File: src/rtl/arb8_pkg.sv
// Shared constants, FSM encoding and the rotating-priority winner search
// for the 8-way round-robin arbiter.
package arb8_pkg;

   localparam int NREQ  = 8;
   localparam int IDX_W = 3;
   localparam int CNT_W = 5;

   typedef enum logic {
      ST_IDLE = 1'b0,
      ST_OWN  = 1'b1
   } state_t;

   // First set request scanning ptr, ptr+1, ... with 3-bit wrap; 0 when nothing is set.
   function automatic logic [IDX_W-1:0] rr_pick(input logic [NREQ-1:0] req,
                                                input logic [IDX_W-1:0] ptr);
      logic [IDX_W-1:0] cand;
      logic             found;
      rr_pick = '0;
      found   = 1'b0;
      for (int k = 0; k < NREQ; k++) begin
         cand = ptr + IDX_W'(k);
         if (!found && req[cand]) begin
            rr_pick = cand;
            found   = 1'b1;
         end
      end
   endfunction

endpackage

File: src/rtl/rr_arbiter8_decoder.sv
// 3-to-8 one-hot decoder used to expand the registered winner index.
module decoder3to8
   import arb8_pkg::*;
(
   input  logic [IDX_W-1:0] Data_in,
   output logic [NREQ-1:0]  Data_out
);

   for (genvar gi = 0; gi < NREQ; gi++) begin : g_dec
      assign Data_out[gi] = (Data_in == IDX_W'(gi));
   end

endmodule

File: src/rtl/rr_arbiter8.sv
// Round-robin arbiter sharing one resource between 8 requesters.
// Optional ARB_TIMEOUT_EN forces a release after HOLD_MAX owned cycles.
module rr_arbiter8
   import arb8_pkg::*;
#(
   parameter int HOLD_MAX = 16
) (
   input  logic             clk,
   input  logic             rst,
   input  logic [NREQ-1:0]  Req_in,
   input  logic             Done_in,
   output logic [NREQ-1:0]  Grant_out,
   output logic [IDX_W-1:0] Grant_idx,
   output logic             Grant_valid,
   output logic             Timeout_out
);

   state_t           state_q, state_d;
   logic [IDX_W-1:0] ptr_q, ptr_d;
   logic [IDX_W-1:0] idx_q, idx_d;
   logic             valid_q, valid_d;
   logic             normal_rel;
   logic             force_rel;
   logic [NREQ-1:0]  dec_out;

   assign normal_rel = Done_in || !Req_in[idx_q];

`ifdef ARB_TIMEOUT_EN
   logic [CNT_W-1:0] hold_cnt_q, hold_cnt_d;

   assign force_rel   = (state_q == ST_OWN) && !normal_rel &&
                        (hold_cnt_q == CNT_W'(HOLD_MAX - 1));
   assign Timeout_out = force_rel && !rst;
`else
   // Owner holds indefinitely; HOLD_MAX only matters with the timeout built in.
   assign force_rel   = 1'b0;
   assign Timeout_out = (HOLD_MAX < 0);
`endif

   always_comb begin
      state_d = state_q;
      ptr_d   = ptr_q;
      idx_d   = idx_q;
      valid_d = valid_q;
`ifdef ARB_TIMEOUT_EN
      hold_cnt_d = hold_cnt_q;
`endif
      case (state_q)
         ST_IDLE: begin
            if (|Req_in) begin
               idx_d   = rr_pick(Req_in, ptr_q);
               valid_d = 1'b1;
               state_d = ST_OWN;
`ifdef ARB_TIMEOUT_EN
               hold_cnt_d = '0;
`endif
            end
         end
         default: begin
            if (normal_rel || force_rel) begin
               valid_d = 1'b0;
               ptr_d   = idx_q + 1'b1;
               state_d = ST_IDLE;
            end
`ifdef ARB_TIMEOUT_EN
            else begin
               hold_cnt_d = hold_cnt_q + 1'b1;
            end
`endif
         end
      endcase
   end

   always_ff @(posedge clk) begin
      if (rst) begin
         state_q <= ST_IDLE;
         ptr_q   <= '0;
         idx_q   <= '0;
         valid_q <= 1'b0;
`ifdef ARB_TIMEOUT_EN
         hold_cnt_q <= '0;
`endif
      end else begin
         state_q <= state_d;
         ptr_q   <= ptr_d;
         idx_q   <= idx_d;
         valid_q <= valid_d;
`ifdef ARB_TIMEOUT_EN
         hold_cnt_q <= hold_cnt_d;
`endif
      end
   end

   decoder3to8 u_dec (
      .Data_in  (idx_q),
      .Data_out (dec_out)
   );

   assign Grant_out   = dec_out & {NREQ{valid_q}};
   assign Grant_idx   = idx_q;
   assign Grant_valid = valid_q;

endmodule

File: config.mk
export PLATFORM = sky130hd
export DESIGN_NAME = rr_arbiter8
export DESIGN_NICKNAME = d
export VERILOG_FILES = /design/src/rtl/arb8_pkg.sv /design/src/rtl/rr_arbiter8_decoder.sv /design/src/rtl/rr_arbiter8.sv
export SDC_FILE = /design/constraint.sdc
export NUM_CORES = 1
export LEC_CHECK = 0
export ABC_AREA = 0
export CORE_MARGIN = 4
export CORE_UTILIZATION = 49
export DETAILED_ROUTE_END_ITERATION = 6
export GPL_ROUTABILITY_DRIVEN = 0
export PLACE_DENSITY_LB_ADDON = 0.12
export RECOVER_POWER = 25
export SYNTH_ARGS = -nofsm -noshare
export SYNTH_HDL_FRONTEND = slang
export SYNTH_HIERARCHICAL = 1
export SYNTH_SLANG_ARGS = --single-unit
File: constraint.sdc
create_clock -name clk -period 2.85 [get_ports clk]
set_input_delay 0.285 -clock clk [delete_from_list [all_inputs] [get_ports clk]]
set_output_delay 0.285 -clock clk [all_outputs]
set_load 0.1 [all_outputs]
; ---- Yosys cells after proc, flatten, opt, wreduce, memory -nomap -nowiden
; Index checks and enable logic that the tools add are counted.
[word_totals]
regBits = 8
word_cells = 106
out_inout_bits = 13
[op_classes]
n_bitwise = 2
mux = 53
n_reduce_logical = 22
n_lt_le_gt_ge = 9
eq_ne = 8
add_sub_neg = 8
[op_table]
columns = op, n
row1 = less-than comparator 3 x 4 -> 1 bit (second input constant), 9
row2 = 2-to-1 mux 1 bit, 36
row3 = binary-select mux 1 bit (select 3 bit), 9
row4 = 2-to-1 mux 3 bit, 8
row5 = adder 3 bit (second input constant), 4
row6 = == test 3 bit (second input constant), 4
row7 = AND 8 bit, 1
row8 = logical NOT 1 bit, 8
row9 = OR reduction 8 bit, 1
row10 = logical AND 1 bit, 7
row11 = adder 3 x 1 -> 3 bit (second input constant), 2
row12 = adder 3 x 2 -> 3 bit (second input constant), 2
row13 = == test 3 x 2 -> 1 bit (second input constant), 2
row14 = AND reduction 2 bit, 3
row15 = == test 3 x 1 -> 1 bit (second input constant), 1
row16 = logical NOT 3 bit, 1
row17 = inequality test 2 x 1 -> 1 bit (second input constant), 1
row18 = nonzero test 2 bit, 1
row19 = logical OR 1 bit, 1
row20 = NOT 1 bit, 1

; ---- Longest topological paths before layout
; Gate-level depths: netlist of the first run.
[depth]
word_depth = 38
ltp_mapped = 10
ltp_nobuf = 8

; ---- By module
; The synthesis of the first run kept the hierarchy.
[by_module_without_submodules]
columns = module, instances, area_each_um2, cells_each, seq_area_each_um2
row1 = rr_arbiter8, 1, 1387.6, 134, 160.2
row2 = decoder3to8, 1, 65.1, 8, 0.0

; ---- Worst setup path after synthesis of the first run
; Ideal clock, no wire load.
[synth_path]
kind = register to register
startpoint = register ptr_q[0]
endpoint = register idx_q[1] (netlist: Grant_idx[1])
path_slack_ps = 123
arrival_ps = 2602
path_stages_with_launch = 11
path_buffers = 2
cell_sequence = dfxtp_1 -> buf_6 -> inv_1 -> ha_1 -> buf_6 -> mux4_2 -> mux2i_4 -> a32oi_4 -> nor4_2 -> a311o_1 -> a21oi_2
[synth_between]
elab_chain_cells = 38
[synth_rtl]
columns = item, line
row1 = from (decl), rr_arbiter8.sv:19  ; logic [IDX_W-1:0] ptr_q, ptr_d;
row2 = from (signal assigned), rr_arbiter8.sv:85  ; ptr_q <= ptr_d;
row3 = binary-select mux 1 bit (select 3 bit), arb8_pkg.sv:23  ; if (!found && req[cand]) begin
row4 = 2-to-1 mux 1 bit (not written as such), arb8_pkg.sv:23
row5 = 2-to-1 mux 1 bit, arb8_pkg.sv:23
row6 = 2-to-1 mux 1 bit, rr_arbiter8.sv:50  ; if (|Req_in) begin
row7 = 2-to-1 mux 1 bit, rr_arbiter8.sv:48  ; case (state_q)
row8 = logical NOT 1 bit, arb8_pkg.sv:23
row9 = logical AND 1 bit, arb8_pkg.sv:23
row10 = 2-to-1 mux 1 bit, arb8_pkg.sv:23
row11 = (+22 left out), -
row12 = logical NOT 1 bit, arb8_pkg.sv:23
row13 = logical AND 1 bit, arb8_pkg.sv:23
row14 = 2-to-1 mux 1 bit, arb8_pkg.sv:23
row15 = 2-to-1 mux 1 bit, rr_arbiter8.sv:50
row16 = 2-to-1 mux 1 bit, rr_arbiter8.sv:48
row17 = logical NOT 1 bit, arb8_pkg.sv:23
row18 = logical AND 1 bit, arb8_pkg.sv:23
row19 = 2-to-1 mux 3 bit (*), arb8_pkg.sv:23
row20 = to (signal assigned), rr_arbiter8.sv:86  ; idx_q <= idx_d;
row21 = to (decl), rr_arbiter8.sv:20  ; logic [IDX_W-1:0] idx_q, idx_d;
; Every way passes the cells marked *; elsewhere a longest branch is shown, timed or not. The select of a mux whose other input is x is not followed.
; A chain may end at the register's enable or synchronous reset.

; ---- Final worst setup path of the first run
; Same ends and word-level chain as after synthesis.

==> run metrics, run 1 <==
outcome finished, final reports clean; met1 usage 26.71%; min-delay src ptr_q[2]; CTS tree built; syn_nets 156; layout cell share with drive strength beyond 1 between 20% and 30%; Sink Count 8; Worst Hold Class flop to flop; antenna violations before repair 0; Clock Latency Late Sink 0.25 ns; CP Launch Type flop; Pwr Total 0.0009684 W; crit-path max FO 9; Final Max Slew Viols 0; # setup viols final 0; I/O Buffers 22; first-pass GRT wire length slightly below 6 mm; initial DRC count 84; power per cell area 578.9 mW/mm^2; WP data arrival 2.80 ns; GR peak layer met2; WHS Endpoint ptr_q[2]; Setup crit end kind flop; Final Util about three fifths; TritonCTS buffer count 3; FF-to-FF path depth 8; yosys warns 6; post-detail-place hpwl 2.685 mm; nets@finish 183; met3 Track Usage GR 1.799%; gr ovfl total 0; Worst Tran Pin Value 1.166 ns; routed via count about 1300; Post-DRT Antenna Nets 0; final hold vios 0; required time worst endpoint 2.99 ns; post-synth cell types 58; Post-Synthesis Cells approximately 140; Area Overhead vs Synth 15.16%; routed wire length 3.442 mm; row cnt 19; Tcrit/Tclk final 93.31%; Residual DRC 0; Netlist Area Pre-Place 0.001453 mm^2; root buffer cell clkbuf_4; Crit. Startpoint ptr_q[0]; core box area 0.002805 mm^2; Max-Cap Viols 0; GRT Overall Usage 18.15%; DR pass1 iterations 4; Hold Crit Depth 2; largest net degree at the start of global routing 14; number of synthesized flops with an enable pin 0; CTS Hold Buffers Added 0; maximum clock path buffer count 2; maximum vdd drop 0.0002855 V; Avg WL per Cell 17.38 um; Initial Util 51.78%; Post-CTS Setup Repair Bufs 0; diode count 0; Lkg Pwr 0.6248 nW; # IOs 24; worst reg2reg endpoint Grant_idx[1]; DIE WIDTH 62.45 um; Die Ht 62.45 um; top cells by area in the synthesized netlist mux4_1 13%, dfxtp_1 11%, mux4_2 11%, mux2i_4 6.2%, mux2i_1 4.8%; RSZ-0062 raised after global routing no; top-area cell type share of the netlist area 12.66%; M2 GR Usage around 28%; Yosys reg bits 8; mean post-synth cell area 10.23 um^2; setup slack, reg-to-reg ~0.19 ns; Fmax roughly 380 MHz; # H-tree levels 1; register clock-pin slew on the reported worst setup and hold paths 0.06 ns; Synth async-reset ratio 0%; via density per instance 6.460; fin crit period roughly 2.7 ns; relative slew slack 22.59%; DIE AREA 0.003899 mm^2; Fin Setup TNS 0 ns; design area 0.001673 mm^2; Seq/Total Area, Yosys 11.02%; RR Startpoint ptr_q[0]; main flop type after synthesis dfxtp_1; vias in the first global route 1189; Post-DP Area 0.001667 mm^2; clock skew 0.002118 ns; CP Class flop to flop; largest area contributor in the netlist mux4_1
-- area by class of cell --
cell class,instances,area (um^2)
Sequential cell,8,160.2
Tap cell,31,38.79
Inverter,6,22.52
Clock buffer,3,22.52
Timing Repair Buffer,29,224.0
Fill cell,256,1132
Multi-Input combinational cell,121,1205
-- cells in the mapped netlist, drive strengths merged, types with 2 or more instances --
master / count
mux4: 14
mux2i: 11
and2: 9
nor2: 9
a21oi: 8
dfxtp: 8
nand2: 7
inv: 6
o21ai: 6
buf: 5
mux2: 4
nor3b: 4
xnor2: 4
and3b: 3
ha: 3
nor3: 3
or2: 3
a211oi: 2
a21o: 2
a32oi: 2
clkbuf: 2
nand3b: 2
nor4: 2
or4: 2
-- cell families after synthesis --
group	share of synthesized area [%]
AO/OA/AOI/OAI	17.66
XOR/XNOR	2.929
adder cells (fa/ha/maj)	2.584
buffers and inverters	6.202
flip-flops	11.02
multiplexers	37.64
other	0.2582
AND/OR/NAND/NOR	21.71
-- flip-flops by register name, summed over array words and instances (netlist names) --
signal / cells
ptr_q: 3
Grant_valid: 1
state_q: 1
Grant_idx: 3
-- power by group --
part | total (W) | leakage, nW | switching (W) | internal, W
Combinational | 0.000719 | 0.545 | 0.000432 | 0.000287
Clock | 0.0000890 | 0.0138 | 0.0000407 | 0.0000483
Sequential | 0.000160 | 0.0658 | 0.0000308 | 0.000129
Total | 0.000968 | 0.625 | 0.000504 | 0.000464
-- layer usage --
metal	vias up	share of wire (%)
met5	-	0
met1	618	48
met4	0	0.58
li1	617	-
met2	40	47
met3	4	4.0
-- layout by cell type (no fill, tap or decap), drive strengths merged, types with 7 or more instances in the layout --
cell,synthesis,final
mux2i,11,11
clkdlybuf4s50,0,10
nand2,7,7
a21oi,8,8
clkbuf,2,8
dfxtp,8,8
nor2,9,9
mux4,14,14
buf,5,14
and2,9,9
-- how the worst max path moves through the flow --
stage,endpoint,depth (start not counted)
global route,Grant_idx[1],8
floorplan,Grant_idx[1],10
finish,Grant_idx[1],8
CTS,Grant_idx[1],8
global placement,Grant_idx[1],8
detailed placement,Grant_idx[1],8
-- stage by stage --
step	std cells	worst slack, ns	hold WS (ns)
floorplan	142	0.1232	0.3541
global placement	195	0.1738	0.5156
detailed placement	195	0.1216	0.5169
CTS	198	0.1052	0.5341
global route	198	0.03556	0.5631
finish	198	0.1907	0.5385
-- worst max-delay path: stages, from the launching register on --
cell,delay (ns)
dfxtp_1,0.33
inv_1,0.11
ha_2,0.47
mux4_1,0.60
mux2_2,0.32
nand2b_1,0.19
nor4_2,0.27
a311o_1,0.23
a21oi_2,0.03
-- repair_timing --
action,CTS,global route
hold endpoints to repair,0,0
endpoints found under the setup margin,0,3
resized for setup,0,1
(Power assumes the default switching activity.)
==> inputs of run 2 (changes only) <==
Settings changed: CORE_UTILIZATION 49 to 54.
Clock period 2.85 ns to 2.5 ns, I/O delays scaled along.
==> run 2 against run 1 <==
  * Clock power is 11% higher
  * Cell count is 6.6% higher
  * Worst setup slack worse by 0.10 ns
  * Via count is 3.9% higher
  * Power is 30% higher
  * Sequential share of layout area is 0.75 points lower
  * Worst hold slack worse by 0.021 ns
  * Register-to-register slack worse by 0.10 ns
  * Critical endpoint is now Grant_idx[0]
  * Sequential power is 15% higher
  * Non-clock buffer count is 14 higher
  * Fmax is 10% higher
  * First-iteration DRC count is 27% higher
  * Largest cell class unchanged
==> run metrics, run 2 (synthesis gave the netlist of run 1 again) <==
outcome finished, final reports clean; PnR worst setup slack 0.08749 ns (-0.1033 ns); diode count 0 (unchanged); maximum vdd drop 0.0005872 V (+110%); Residual DRC 0 (unchanged); required time worst endpoint 2.66 ns (-0.33 ns); row cnt 18 (-1); Avg WL per Cell 17.56 um (+1.0%); M2 GR Usage 37.50% (+9.0 points); maximum clock path buffer count 2 (unchanged); Worst Hold Class flop to flop; # IOs 24 (unchanged); DIE AREA 0.003584 mm^2 (-8.1%); Lkg Pwr 0.7013 nW (+12%); largest net degree at the start of global routing 14 (unchanged); Post-DRT Antenna Nets 0 (unchanged); routed via count 1329 (+3.9%); Worst Tran Pin Value 1.159 ns (-0.006723 ns); CP Launch Type flop; Max-Cap Viols 0 (unchanged); register clock-pin slew on the reported worst setup and hold paths 0.05 ns (about the same); Tcrit/Tclk final 96.50% (+3.2 points); relative slew slack 23.04% (+0.45 points); gr ovfl total 0 (unchanged); core box area 0.002522 mm^2 (-10%); clock skew 0.0002233 ns (-0.001894 ns); Critical-path top delay cell mux4_2; layout cell share with drive strength beyond 1 40.88% (+13 points); crit-path max FO 8 (-1); Fmax 414.5 MHz (+10%); Final Util 73.12% (+13 points); commonest cells after routing, fill and taps aside 28 x buf_4, 10 x mux4_2, 10 x clkdlybuf4s50_1; critical-path cell list inv_1, ha_4, buf_6, mux4_2, mux2i_4, a32oi_4, o2111ai_2, o41ai_2, a221oi_1; most common cell after layout, fill and taps aside buf_4; Setup crit end kind flop; met1 usage 32.17% (+5.5 points); Fin Setup TNS 0 ns (unchanged); nets@finish 197 (+7.7%); DIE WIDTH 59.87 um (-4.1%); # setup viols final 0 (unchanged); met3 Track Usage GR 2.160% (+0.36 points); I/O Buffers 22 (unchanged); buffer and inverter count on the worst path 2 (+1); CP peak stage delay 0.52 ns (-0.08 ns); CTS tree built; Worst path top cell family by delay compound AO/OA/AOI/OAI gates; DR pass1 iterations 4 (unchanged); TritonCTS buffer count 3 (unchanged); Sink Count 8 (unchanged); GR peak layer met2; final hold slack 0.5176 ns (-0.02083 ns); Area Overhead vs Synth 26.96%; root buffer cell clkbuf_4; post-detail-place hpwl 2.944 mm (+9.6%); # H-tree levels 1 (unchanged); Die Ht 59.87 um (-4.1%); power per cell area 683.5 mW/mm^2 (+18%); Clock Latency Late Sink 0.25 ns (about the same); WP data arrival 2.57 ns (-0.23 ns); routed wire length 3.705 mm (+7.6%); Placement Setup Slack -0.1005 ns (-0.2221 ns); final hold vios 0 (unchanged); GRT Overall Usage 22.75% (+4.6 points); CP Class flop to flop; fin crit period 2.413 ns (-0.2467 ns); Initial Util 57.59% (+5.8 points); first-pass GRT wire length 6.285 mm (+7.4%); via density per instance 6.299 (-2.5%); initial DRC count 107 (+27%); antenna violations before repair 0 (unchanged); Final Max Slew Viols 0 (unchanged); RSZ-0062 raised after global routing no; vias in the first global route 1310 (+10%)
[run 2: layer usage]
layer,vias up,share of wire (%)
met4,0,1.4
met3,6,6.3
li1,641,-
met1,623,42
met2,59,50
met5,-,0
[run 2: cell type report]
type                       count  area, um^2
timing repair buffer          43       336.6
multi-input combinational    121        1262
inverter                       6       22.52
tap                           30       37.54
fill                         196       678.2
sequential                     8       162.7
clock buffer                   3       22.52
[run 2: worst paths after layout]
| kind | from | slack, ns | depth (start not counted) | endpoint |
|---|---|---|---|---|
| min reg2reg | state_q | 0.52 | 1 | state_q |
| min | state_q | 0.52 | 1 | state_q |
| max | ptr_q[1] | 0.09 | 9 | Grant_idx[0] |
| max reg2reg | ptr_q[1] | 0.09 | 9 | Grant_idx[0] |
[run 2: worst register-to-register path: stages, from the launching register on]
cell and delay [ns]:
dfxtp_2 0.32, inv_1 0.06, ha_4 0.31, buf_6 0.11, mux4_2 0.52, mux2i_4 0.19, a32oi_4 0.20, o2111ai_2 0.25
o41ai_2 0.11, a221oi_1 0.24
[run 2: power breakdown]
group,internal (W),switching [W]
logic,0.000428,0.000550
registers,0.000148,0.0000352
clock network,0.0000549,0.0000441
total,0.000631,0.000629
[run 2: through the flow]
| stage | instance area [um^2] | instances | total power, W |
|---|---|---|---|
| after floorplan | 1466 | 142 | 0.0008651 |
| after global placement | 1762 | 205 | 0.001066 |
| final | 1844 | 211 | 0.001261 |
| after detailed placement | 1762 | 205 | 0.001092 |
| after CTS | 1831 | 211 | 0.001230 |
| after global routing | 1844 | 211 | 0.001336 |
[run 2: timing repair]
item / 4_1_cts / 5_1_grt
pin swaps: 3 / 5
setup endpoints to repair: 3 / 3
buffers inserted: 3 / 0
hold buffers: 0 / 0
gates resized for setup: 4 / 12
==> inputs of run 3 (changes only) <==
Settings changed: CAP_MARGIN set to 5.
==> results of run 3 <==
No change in the layout: final DEF, timing and power equal those of run 2.
